File: src/rtl/led_glow_ctrl.sv
// Timed RGB node-indicator driver: a rising edge on node_flag lights the selected
// LEDs in one colour for GLOW_CYCLES clocks (optionally blinking), then pulses done.
module led_glow_ctrl #(
   parameter int NUM_LEDS    = 3,
   parameter int GLOW_CYCLES = 50_000_000,
   parameter int BLINK_HALF  = 12_500_000
) (
   input  logic                clk_50M,
   input  logic                rst_n,
   input  logic                node_flag,
   input  logic [1:0]          color,
   input  logic [NUM_LEDS-1:0] led_sel,
   input  logic                blink_en,
   output logic [NUM_LEDS-1:0] led_r,
   output logic [NUM_LEDS-1:0] led_g,
   output logic [NUM_LEDS-1:0] led_b,
   output logic                busy,
   output logic                done
);

   // state  | meaning
   // S_IDLE | LEDs dark, waiting for a node request
   // S_GLOW | selected LEDs lit (or blinking) while the glow timer runs down
   localparam logic [0:0] S_IDLE = 1'b0;
   localparam logic [0:0] S_GLOW = 1'b1;

   localparam logic [1:0] COL_OFF   = 2'b00;
   localparam logic [1:0] COL_RED   = 2'b01;
   localparam logic [1:0] COL_BLUE  = 2'b10;
   localparam logic [1:0] COL_GREEN = 2'b11;

   localparam int GW = (GLOW_CYCLES > 1) ? $clog2(GLOW_CYCLES) : 1;
   localparam int BW = (BLINK_HALF  > 1) ? $clog2(BLINK_HALF)  : 1;

   localparam logic [GW-1:0] GLOW_LOAD  = GW'(GLOW_CYCLES - 1);
   localparam logic [BW-1:0] BLINK_LOAD = BW'(BLINK_HALF - 1);

   logic                flag_q;
   logic                trig;
   logic [0:0]          state,     state_nx;
   logic [1:0]          col_q,     col_nx;
   logic [NUM_LEDS-1:0] sel_q,     sel_nx;
   logic                blink_q,   blink_nx;
   logic [GW-1:0]       glow_cnt,  glow_nx;
   logic [BW-1:0]       blink_cnt, bcnt_nx;
   logic                phase,     phase_nx;
   logic                done_nx;
   logic                on_nx;
   logic                glowing_nx;
   logic [NUM_LEDS-1:0] r_nx, g_nx, b_nx;

   assign trig = node_flag & ~flag_q;

   always_comb begin
      state_nx = state;
      col_nx   = col_q;
      sel_nx   = sel_q;
      blink_nx = blink_q;
      glow_nx  = glow_cnt;
      bcnt_nx  = blink_cnt;
      phase_nx = phase;
      done_nx  = 1'b0;

      // A fresh request always wins over a timer expiring in the same cycle.
      if (trig) begin
         if (color != COL_OFF) begin
            state_nx = S_GLOW;
            col_nx   = color;
            sel_nx   = led_sel;
            blink_nx = blink_en;
            glow_nx  = GLOW_LOAD;
            bcnt_nx  = BLINK_LOAD;
            phase_nx = 1'b1;
         end else begin
            state_nx = S_IDLE;
            glow_nx  = '0;
            bcnt_nx  = '0;
            phase_nx = 1'b0;
         end
      end else if (state == S_GLOW) begin
         if (glow_cnt == '0) begin
            state_nx = S_IDLE;
            done_nx  = 1'b1;
            bcnt_nx  = '0;
            phase_nx = 1'b0;
         end else begin
            glow_nx = glow_cnt - GW'(1);
            if (blink_cnt == '0) begin
               bcnt_nx  = BLINK_LOAD;
               phase_nx = ~phase;
            end else begin
               bcnt_nx = blink_cnt - BW'(1);
            end
         end
      end
   end

   // LED pins are registered from next-state values so they change with busy.
   always_comb begin
      glowing_nx = (state_nx == S_GLOW);
      on_nx      = glowing_nx & (phase_nx | ~blink_nx);
      r_nx       = sel_nx & {NUM_LEDS{on_nx & (col_nx == COL_RED)}};
      b_nx       = sel_nx & {NUM_LEDS{on_nx & (col_nx == COL_BLUE)}};
      g_nx       = sel_nx & {NUM_LEDS{on_nx & (col_nx == COL_GREEN)}};
   end

   always_ff @(posedge clk_50M or negedge rst_n) begin
      if (!rst_n) begin
         flag_q    <= 1'b1;
         state     <= S_IDLE;
         col_q     <= COL_OFF;
         sel_q     <= '0;
         blink_q   <= 1'b0;
         glow_cnt  <= '0;
         blink_cnt <= '0;
         phase     <= 1'b0;
         led_r     <= '0;
         led_g     <= '0;
         led_b     <= '0;
         busy      <= 1'b0;
         done      <= 1'b0;
      end else begin
         flag_q    <= node_flag;
         state     <= state_nx;
         col_q     <= col_nx;
         sel_q     <= sel_nx;
         blink_q   <= blink_nx;
         glow_cnt  <= glow_nx;
         blink_cnt <= bcnt_nx;
         phase     <= phase_nx;
         led_r     <= r_nx;
         led_g     <= g_nx;
         led_b     <= b_nx;
         busy      <= glowing_nx;
         done      <= done_nx;
      end
   end

endmodule

File: config.mk
export PLATFORM = sky130hd
export DESIGN_NAME = led_glow_ctrl
export DESIGN_NICKNAME = d
export VERILOG_FILES = /design/src/rtl/led_glow_ctrl.sv
export SDC_FILE = /design/constraint.sdc
export NUM_CORES = 1
export LEC_CHECK = 0
export BUFFER_PORTS_ARGS = -buffer_cell sky130_fd_sc_hd__buf_2
export CORE_MARGIN = 8
export CORE_UTILIZATION = 61
export CTS_CLUSTER_DIAMETER = 60
export DETAILED_ROUTE_END_ITERATION = 10
export GPL_TIMING_DRIVEN = 0
export PLACE_DENSITY = 0.86
export SYNTH_ARGS = -nofsm -noshare
export SYNTH_HDL_FRONTEND = slang
export SYNTH_SLANG_ARGS = --single-unit
File: constraint.sdc
create_clock -name clk_50M -period 2.4 [get_ports clk_50M]
set_clock_uncertainty 0.15 [all_clocks]
set_input_delay 0.12 -clock clk_50M [delete_from_list [all_inputs] [get_ports clk_50M]]
set_output_delay 0.12 -clock clk_50M [all_outputs]
set_load 0.1 [all_outputs]
== Yosys cells after proc, flatten, opt, wreduce, memory -nomap -nowiden ==
Cells that the tools add are included.

* Register bits: 69
* Word-level logic and storage cells: 61
* Input port bits: 9
* Output and inout bits: 11

* Equal/unequal tests: 4
* Reduce and logical (&&, ||, !) cells: 5
* Add/subtract/negate cells: 2
* Bitwise operators: 12
* Mux-type cells: 26

{| class="wikitable"
|+ Operators with widths
! operator !! number
|-
| 24-bit two-way mux || 5
|-
| 26-bit two-way mux || 4
|-
| 26-bit logical NOT || 1
|-
| 26-bit by 1-bit subtractor with 26-bit output, second input constant || 1
|-
| 24-bit logical NOT || 1
|-
| 24-bit by 1-bit subtractor with 24-bit output, second input constant || 1
|-
| 1-bit two-way mux || 13
|-
| 3-bit bitwise AND || 3
|-
| 3-bit two-way mux || 2
|-
| 1-bit bitwise AND || 5
|-
| 2-bit equality test, second input constant || 2
|-
| 2-bit two-way mux || 2
|-
| 2-bit nonzero test || 2
|-
| 1-bit inverter || 3
|-
| 2-bit by 1-bit equality test with 1-bit output, second input constant || 1
|-
| 2-bit != test, second input constant || 1
|-
| 2-bit AND reduction || 1
|-
| 1-bit OR || 1
|}

== Longest topological paths before layout ==
Gate-level depths: netlist (run 1).

* Depth after elaboration: 9
* Depth in mapped cells: 8
* Depth with buffers taken out: 7

== Worst setup path before layout (run 1) ==
No wires, ideal clock.

* Path kind: register to register
* Start point: reg state
* End point: reg blink_cnt[5]
* Buffers on the path: 3
* Clock period less this slack: 2,546 ps
* Setup time: 119 ps
* Path slack: -146 ps
* Stages on the path, launching flop included: 7
* Data required time: 2,131 ps
* Data arrival time: 2,277 ps
* Path through: dfrtp_1 buf_2 clkbuf_1 nand2b_1 clkbuf_1 o311ai_0 o21a_1

* Cells in the longest elaborated chain, start to end: 1

{| class="wikitable"
|+ Ends and longest elaborated chain
! element !! line !! source
|-
| start, declared || 40 || <nowiki>logic [0:0] state, state_nx;</nowiki>
|-
| start signal, assigned || 124 || <nowiki>state <= state_nx;</nowiki>
|-
| 2-bit nonzero test (no source line) || -- ||
|-
| end signal, assigned || 129 || <nowiki>blink_cnt <= bcnt_nx;</nowiki>
|-
| end, declared || 45 || <nowiki>logic [BW-1:0] blink_cnt, bcnt_nx;</nowiki>
|}

No other way between the ends.
A chain may end at the register's enable or synchronous reset.

== Worst setup path after layout (run 1) ==
* Start point: reg flag_q
* End point: reg glow_cnt[19]

* Cells in the longest elaborated chain, start to end: 4
* Elaborated cells between the ends (all ways): 6
* Classes of those cells: eq/ne (1); mux (1); bitwise (2); reduce/logical (2)

{| class="wikitable"
|+ Ends and longest elaborated chain
! element !! line !! source
|-
| start, declared || 38 || <nowiki>logic flag_q;</nowiki>
|-
| start signal, assigned || 123 || <nowiki>flag_q <= node_flag;</nowiki>
|-
| 1-bit inverter * || 52 || <nowiki>assign trig = node_flag & ~flag_q;</nowiki>
|-
| 1-bit bitwise AND * || 52 ||
|-
| 2-bit != test (no source line) / 2-bit nonzero test (equally long branches) || -- ||
|-
| 2-bit AND reduction (no source line) || -- ||
|-
| end signal, assigned || 128 || <nowiki>glow_cnt <= glow_nx;</nowiki>
|-
| end, declared || 44 || <nowiki>logic [GW-1:0] glow_cnt, glow_nx;</nowiki>
|}

Mark *: on every way between the ends. The rest lies on a longest branch, timed or not.

==> results of run 1 <==
==> cell usage in the layout (no fill, tap or decap), types with 9 or more instances in the layout <==
cell / netlist / layout
a21oi_1: 14 / 14
buf_2: 10 / 28
buf_4: 2 / 11
clkbuf_8: 0 / 9
dfrtp_1: 68 / 67
inv_1: 19 / 19
nand2_1: 21 / 21
nor2_1: 23 / 23
nor3_1: 19 / 19
o21ai_0: 18 / 18
==> final timing paths <==
path / start / endpoint / cells after the start
worst max-delay path: flag_q$_DFF_PN1_ / glow_cnt[19]$_DFFE_PN0P_ / 6
worst min-delay path: rst_n / glow_cnt[8]$_DFFE_PN0P_ / 2
worst max register to register: flag_q$_DFF_PN1_ / glow_cnt[19]$_DFFE_PN0P_ / 6
worst min register to register: blink_cnt[0]$_DFFE_PN0P_ / blink_cnt[0]$_DFFE_PN0P_ / 1
max in group asynchronous: rst_n / state$_DFF_PN0_ / 2
min in group clk_50M: node_flag / flag_q$_DFF_PN1_ / 2
==> power by group through the flow <==
stage	clock [mW]	sequential (mW)	combinational [mW]
6_report	0.861	1.65	1.16
5_1_grt	0.921	1.68	1.25
4_1_cts	0.863	1.63	1.04
3_5_place_dp	0	1.65	1.02
3_3_place_gp	0	1.63	0.980
2_1_floorplan	0	1.68	0.716
==> area by class of cell <==
class                           count  area (µm²)  share of cell area, %
Clock buffer                        9         124                   2.67
Multi-Input combinational cell    295        2220                   47.9
Timing Repair Buffer               35         238                   5.13
Clock inverter                      7        52.6                   1.13
Buffer                             21         104                   2.24
Sequential cell                    69        1730                   37.3
Inverter                           19        71.3                   1.54
Tap cell                           77        96.3                   2.08
==> synth_stat cells, types with 3 or more instances <==
cell       number
nor2_2          3
inv_1          19
or3_1           7
xor2_1          8
nor2_1         23
nor3b_1         6
nand2b_1        4
nor4_4          4
a2111oi_1       7
o31ai_1         7
o21ai_1         5
nor3_1         19
buf_2          10
nor4_1          8
nor3_2          6
nand2_1        21
nand4_1         7
dfrtp_1        68
ha_1            4
and3_1          8
a21oi_1        14
a211o_1         3
o21ai_0        18
a21o_1          5
a211oi_1        7
nand3_1         7
mux2i_1         3
or2_2           4
nor4b_1         4
a31oi_1         9
clkbuf_1        9
o311ai_0        4
nor4_2          3
o22a_1          7
o2111ai_1       5
o21a_1          6
or4_1           7
==> sequential cells by signal, summed over array words and instances (netlist names), 2 cells and up <==
register / cells
led_b: 3
blink_cnt: 24
glow_cnt: 26
led_g: 3
led_r: 3
sel_q: 3
col_q: 2
==> metrics by stage <==
stage / instance area, µm² / hold WS (ps)
4_1_cts: 4440 / 283
2_1_floorplan: 3980 / -326
3_5_place_dp: 4180 / 107
6_report: 4630 / 266
5_1_grt: 4630 / 289
3_3_place_gp: 4180 / 98.5
==> layer usage <==
metal	wire length (µm)	up-vias	track usage (%)	share of wire (%)
met4	287	0	10.4	2.8
met3	705	33	3.84	6.8
met2	4990	181	32.1	48
met5	0	-	0	0
li1	-	1656	-	-
met1	4390	1804	26.7	42
==> kinds of logic after synthesis <==
| group | after synthesis |
|---|---|
| and+or+nand+nor | 157 |
| AOI/OAI and AO/OA | 121 |
| DFF | 69 |
| buffers and inverters | 40 |
| xor gates and xnor gates | 9 |
| adders and majority gates | 4 |
| muxes | 3 |
==> critical path, cell delays in order, from the launching register on <==
cell,delay (ps)
dfstp_2,380
nand2b_1,140
buf_2,190
nor2_2,480
clkbuf_1,540
o22ai_1,130
a211oi_1,260
==> what timing repair did <==
action	4_1_cts	5_1_grt
gates resized for setup	1	26
gates cloned	0	1
pin swaps	0	9
setup endpoints to repair	3	33
buffers inserted	0	8
hold buffers	8	0
endpoints found under the hold margin	75	0
==> results.ini, run 1 <==
[placement]
place.gp.congestion=0.895
portBuffers=19
hpwl_um=6560
dp.cells=499
post-place-ws_ps=-25.2

[synth]
synth_edf_count=0
synthMuxAreaShare_pct=0.754
async_flop_share_pct=100
ys_seq_elements=69
yosys-top-cells-area=dfrtp_1 43%, nor3_1 2.4%, o21ai_0 2.3%
yosysWarnings=0
synth_top_area_share_pct=42.7
synthAdderAreaFrac_pct=1.26
synth_cell_types=70
synthSimpleGateAreaFrac_pct=25.9
yosys.area.top_type=dfrtp_1
synth_compound_area_share_pct=22.5
ys_seq_area_share_pct=43.4
netlist_area_mm2=0.00398
synthFlopType=dfrtp_1
syn_inst=403
synthXorXnorAreaFrac_pct=1.98
avgSynthCellArea_um2=9.88
syn_nets=416
synth_top_family_by_area=simple AND/OR/NAND/NOR gates

[route]
drc=0
ant_nets=0
wirelength_um=10400
avgRoutedWirePerCell_um=19.5
drtIter0Drc=377
drt-vias-per-instance=6.91
num_vias=3674
drt_first_pass_iters=5

[sta]
clock.fmax_ghz=0.423
maxSlewHeadroom_pct=43.3
tns_ps=0
fin_crit_sh_pct=98.4
finalHoldViolations=0
fin_ws_ps=38.2
finalSetupViolations=0
slew_viol_final=0
fin_crit_ps=2360
rsz0062_at_grt=true
tightest_slew_ps=850

[global_route]
grt_overflow=0
track_usage_pct=20.6
grt_max_degree=70
grt_pass1_wl_um=16400
antenna_found_initial=0
grt_pass1_vias=3437

[final_layout]
fin_util_pct=72.9
final-instance-count-excl-fill=532
nFillCells=389
drive_above_1_share_pct=24.4
n_antenna_cell=0
nNetsFinal=463
syn2layout_area_growth_pct=16.3

[run]
maxCapViolCount=0

[clocking]
cts.htree.levels=3
cts_buffer_depth=2
path_clk_slew_ps=80
cts_root_buf=clkbuf_8
clock_sinks=69
clock_latency_ps=360
cts_buffers=9
cts_tree=built

[critical_path]
crit_type=reg -> reg
cp-end-kind=flip-flop
path_max_fanout=10
cp-start-kind=flip-flop
reg2reg_slack_ps=40
crit_arrival_ps=2480
cp.required_ps=2520

[power]
seq_power_share_pct=45.0
switching_share_pct=40.5
powerDensity_mw_per_mm2=792
power.internal_mw=2.18
power_leakage_nw=1.92
combPwrFrac_pct=31.5
irDropWorstVdd_mv=0.588
clkPwrFrac_pct=23.5
total_power_mw=3.67
power_switching_mw=1.49

[status]
status=finished clean

[floorplan]
coreArea_mm2=0.00635
die_y_um=96.8
start_util_pct=62.7
fp.dieW_um=96.8
die-area_mm2=0.00937
ios=20
rows=29

[min_path]
hold_path_class=in -> async

Power figures use the tool's default switching activity.
==> run 2: changes to the inputs <==
CELL_PAD_IN_SITES_DETAIL_PLACEMENT = 0   (was unset)
CELL_PAD_IN_SITES_GLOBAL_PLACEMENT = 1   (was unset)
CORE_UTILIZATION = 48   (was 61)
==> results.ini, run 2 (synthesis gave the netlist of run 1 again) <==
[status]
status=finished clean

[critical_path]
cp-end-kind=flip-flop
critical_path.max_stage_delay_ps=450
crit_chain=inv_1, ha_1, nor4b_1, nand4_1, o21bai_4, a31oi_4, a2111oi_1
cp-start-kind=flip-flop
critPathLaunch=blink_cnt[0]$_DFFE_PN0P_
path_max_fanout=5
cpMaxStageDelayCell=a2111oi_1
cp_num_buf_inv=1
cp.required_ps=2460
crit_arrival_ps=2410
critical_path.top_delay_family=compound AO/OA/AOI/OAI gates
crit_type=reg -> reg
r2r-start=blink_cnt[0]$_DFFE_PN0P_

[sta]
finalSetupViolations=0
tns_ps=0
clock.fmax_ghz=0.424
rsz0062_at_grt=true
tightest_slew_ps=619
maxSlewHeadroom_pct=58.6
finalHoldViolations=0
slew_viol_final=0
fin_crit_sh_pct=98.2
fin_crit_ps=2360

[global_route]
track_usage_pct=18.5
grt_max_degree=44
antenna_found_initial=0
grt_pass1_vias=3437
grt_pass1_wl_um=17100
grt_overflow=0

[placement]
hpwl_um=6980
dp.cells=528
place.gp.congestion=0.821
portBuffers=19

[floorplan]
fp.dieW_um=107
start_util_pct=49.0
die-area_mm2=0.0115
coreArea_mm2=0.00813
die_y_um=107
rows=33
ios=20

[power]
powerDensity_mw_per_mm2=775
power_leakage_nw=1.92
power.internal_mw=2.17
power_switching_mw=1.45
switching_share_pct=40.0
combPwrFrac_pct=30.7
irDropWorstVdd_mv=0.422
seq_power_share_pct=45.6
clkPwrFrac_pct=23.8

[clocking]
cts_tree=built
path_clk_slew_ps=80
cts_buffers=9
clock_sinks=69
cts_buffer_depth=2
cts_root_buf=clkbuf_8
clock_latency_ps=350
cts.htree.levels=3

[route]
ant_nets=0
drt-vias-per-instance=6.14
wirelength_um=10300
avgRoutedWirePerCell_um=18.5
drc=0
drt_first_pass_iters=4
drtIter0Drc=166
num_vias=3431

[final_layout]
regMostFlops=glow_cnt
n_antenna_cell=0
final_common_cell=dfrtp_1
drive_above_1_share_pct=23.6
final-instance-count-excl-fill=559
nNetsFinal=462
layout_common_cells=67 x dfrtp_1, 27 x buf_2, 23 x nor2_1
syn2layout_area_growth_pct=17.4
nFillCells=714
largest_register_ffs=26
top_regs=glow_cnt (26), blink_cnt (24)

[min_path]
hold_path_class=in -> async

[run]
maxCapViolCount=0

-- run 2: worst register-to-register path: cells and delay by family, from the launching register on --
kind	cells	cell delay [ps]
adders and majority gates	1	170
buffers and inverters	1	100
and+or+nand+nor	2	520
DFF	1	420
AOI/OAI and AO/OA	3	850
-- run 2: power by group through the flow --
stage                     clock network (mW)  registers (mW)  logic [mW]
after floorplan                            0            1.68       0.716
after global placement                     0            1.64        1.00
after detailed placement                   0            1.65        1.03
after CTS                              0.878            1.63        1.05
after global routing                   0.928            1.69        1.22
final                                  0.861            1.65        1.11
-- run 2: through the flow --
stage               utilization, %  total power, mW  hold WS (ps)  instance area (µm²)  setup WS [ps]
floorplan                        -             2.40          -326                 3980            142
global placement              51.8             2.64           100                 4210          -2.88
detailed placement            52.1             2.68         -72.5                 4240          -52.8
finish                        57.5             3.62          82.8                 4680           43.6
CTS                           55.4             3.55          83.4                 4500           11.0
global route                  57.5             3.84           124                 4680           -104
-- run 2: routing by layer --
metal / vias up / global-route usage, % / part of all wire [%]
met5: - / 0 / 0
met4: 0 / 8.04 / 1.4
met3: 12 / 3.30 / 3.5
met2: 61 / 29.1 / 49
met1: 1715 / 24.3 / 46
li1: 1643 / - / -
-- run 2: area by class of cell --
| type | instances | area [µm²] | area share [%] |
|---|---|---|---|
| plain buffers | 21 | 105 | 2.25 |
| clock buffers | 9 | 124 | 2.65 |
| repair buffers | 34 | 250 | 5.35 |
| clock inverters | 7 | 51.3 | 1.10 |
| inverters | 19 | 71.3 | 1.53 |
| flip-flops and latches | 69 | 1730 | 37.0 |
| well taps | 105 | 131 | 2.81 |
| multi-input cells | 295 | 2210 | 47.3 |
-- run 2: final timing paths --
check / endpoint / slack, ps / depth (start not counted)
worst max-delay path: led_g[1]$_DFF_PN0_ / 40 / 7
worst min-delay path: blink_cnt[12]$_DFFE_PN0P_ / 80 / 2
worst max register to register: led_g[1]$_DFF_PN0_ / 40 / 7
worst min register to register: blink_cnt[0]$_DFFE_PN0P_ / 380 / 1
max in group asynchronous: flag_q$_DFF_PN1_ / 1420 / 3
min in group clk_50M: flag_q$_DFF_PN1_ / 290 / 2
-- run 2: what timing repair did --
action                                 4_1_cts  5_1_grt
buffers inserted                             1        5
setup endpoints to repair                   14       46
cloned                                       0        1
endpoints found under the hold margin       75        0
pin swaps                                    1        2
gates resized for setup                      1       26
hold buffers                                 8        0
==> run 3: changes to the inputs <==
--- a/config.mk
+++ b/config.mk
@@ -7,3 +7,3 @@
 export LEC_CHECK = 0
-export BUFFER_PORTS_ARGS = -buffer_cell sky130_fd_sc_hd__buf_2
+export BUFFER_PORTS_ARGS = -buffer_cell sky130_fd_sc_hd__buf_4
 export CELL_PAD_IN_SITES_DETAIL_PLACEMENT = 0
--- a/constraint.sdc
+++ b/constraint.sdc
@@ -4,2 +4,2 @@
 set_output_delay 0.12 -clock clk_50M [all_outputs]
-set_load 0.1 [all_outputs]
+set_load 0.02 [all_outputs]
==> results.ini, run 3 (synthesis gave the netlist of run 1 again) <==
[min_path]
hold_depth=2
holdPathEnd=flag_q$_DFF_PN1_
hold_path_class=in -> reg
min_from=node_flag

[floorplan]
rows=33
ios=20
fp.dieW_um=107
start_util_pct=49.0
coreArea_mm2=0.00813
die_y_um=107
die-area_mm2=0.0115

[final_layout]
drive_above_1_share_pct=24.2
fin_util_pct=58.4
regMostFlops=glow_cnt
final-instance-count-excl-fill=559
top_regs=glow_cnt (26), blink_cnt (24)
nNetsFinal=462
n_antenna_cell=0
syn2layout_area_growth_pct=19.3
layout_common_cells=68 x dfrtp_1, 29 x buf_4, 23 x nor2_1
largest_register_ffs=26
final_common_cell=dfrtp_1

[status]
status=finished clean

[sta]
tns_ps=0
fin_ws_ps=45.1
fin_crit_sh_pct=98.1
maxSlewHeadroom_pct=39.1
slew_viol_final=0
clock.fmax_ghz=0.425
finalSetupViolations=0
finalHoldViolations=0
fin_crit_ps=2350
tightest_slew_ps=914
rsz0062_at_grt=true

[power]
power_leakage_nw=1.95
irDropWorstVdd_mv=0.412
powerDensity_mw_per_mm2=804

[global_route]
grt_max_degree=70
antenna_found_initial=0
grt_pass1_vias=3446
grt_pass1_wl_um=17100
grt_overflow=0
track_usage_pct=18.4

[critical_path]
crit_type=reg -> reg
r2r_cells=8
cpMaxStageDelayCell=or4b_4
r2r-start=glow_cnt[1]$_DFFE_PN0P_
path_max_fanout=6
critPathLaunch=glow_cnt[1]$_DFFE_PN0P_
cp-start-kind=flip-flop
reg2reg_slack_ps=50
crit_chain=inv_2, ha_4, or4b_4, nor4_4, buf_4, o2111ai_2, xor2_1, o21ai_1
timing.rr.end=glow_cnt[20]$_DFFE_PN0P_
cp.required_ps=2530
cp-end-kind=flip-flop
crit_arrival_ps=2480
critical_path.max_stage_delay_ps=520

[route]
drc=0
num_vias=3522
drt-vias-per-instance=6.30
wirelength_um=10200
drtIter0Drc=180
drt_first_pass_iters=5
ant_nets=0
avgRoutedWirePerCell_um=18.2

[clocking]
cts_buffer_depth=2
cts_root_buf=clkbuf_8
cts_buffers=9
cts_tree=built
clock_sinks=69
clock_latency_ps=360
cts.htree.levels=3
path_clk_slew_ps=90

[run]
maxCapViolCount=0

[placement]
hpwl_um=6690
post-place-ws_ps=-51.9
portBuffers=19
place.gp.congestion=0.845
dp.cells=527

[run 3: per-stage QoR]
stage	hold WS [ps]	power (mW)	instance area, µm²
2_1_floorplan	-326	2.32	3980
3_3_place_gp	101	2.57	4260
3_5_place_dp	105	2.61	4260
4_1_cts	275	3.74	4590
5_1_grt	291	4.03	4750
6_report	280	3.82	4750
[run 3: final cells by class]
type                       count  area, µm²
timing repair buffer          35        283
inverter                      19       71.3
clock buffer                   9        124
multi-input combinational    294       2200
buffer                        21        111
tap                          105        131
clock inverter                 7        105
fill                         686       3380
sequential                    69       1730
[run 3: repair_timing]
action | 4_1_cts | 5_1_grt
hold endpoints to repair | 78 | 0
resized for setup | 2 | 30
setup buffers | 2 | 6
endpoints found under the setup margin | 19 | 46
gates cloned | 0 | 0
hold buffers | 8 | 0
pin swaps | 1 | 4
[run 3: how the worst max path moves through the flow]
stage | end | cells past startpoint
floorplan | glow_cnt[10]$_DFFE_PN0P_ | 7
global placement | blink_cnt[19]$_DFFE_PN0P_ | 6
detailed placement | blink_cnt[19]$_DFFE_PN0P_ | 6
CTS | led_g[1]$_DFF_PN0_ | 7
global route | blink_cnt[19]$_DFFE_PN0P_ | 8
finish | glow_cnt[20]$_DFFE_PN0P_ | 8
[run 3: metal layers]
| metal | vias up | wire length, µm | share of wire, % | global-route usage [%] |
|---|---|---|---|---|
| met4 | 0 | 129 | 1.3 | 6.63 |
| li1 | 1665 | - | - | - |
| met5 | - | 0 | 0 | 0 |
| met3 | 14 | 419 | 4.1 | 3.90 |
| met1 | 1744 | 4590 | 45 | 23.9 |
| met2 | 99 | 5040 | 50 | 29.3 |
[run 3: critical path, delay by kind of cell, from the launching register on]
family / cells / cell delay, ps
xor+xnor: 1 / 190
flops: 1 / 420
simple gates: 2 / 780
fa+ha+maj: 1 / 140
compound gates: 2 / 320
buf+inv: 2 / 280
[run 3: power by group]
part / leakage [nW] / switching (mW) / internal [mW]
logic: 0.983 / 0.613 / 0.440
registers: 0.855 / 0.286 / 1.37
clock network: 0.113 / 0.507 / 0.603
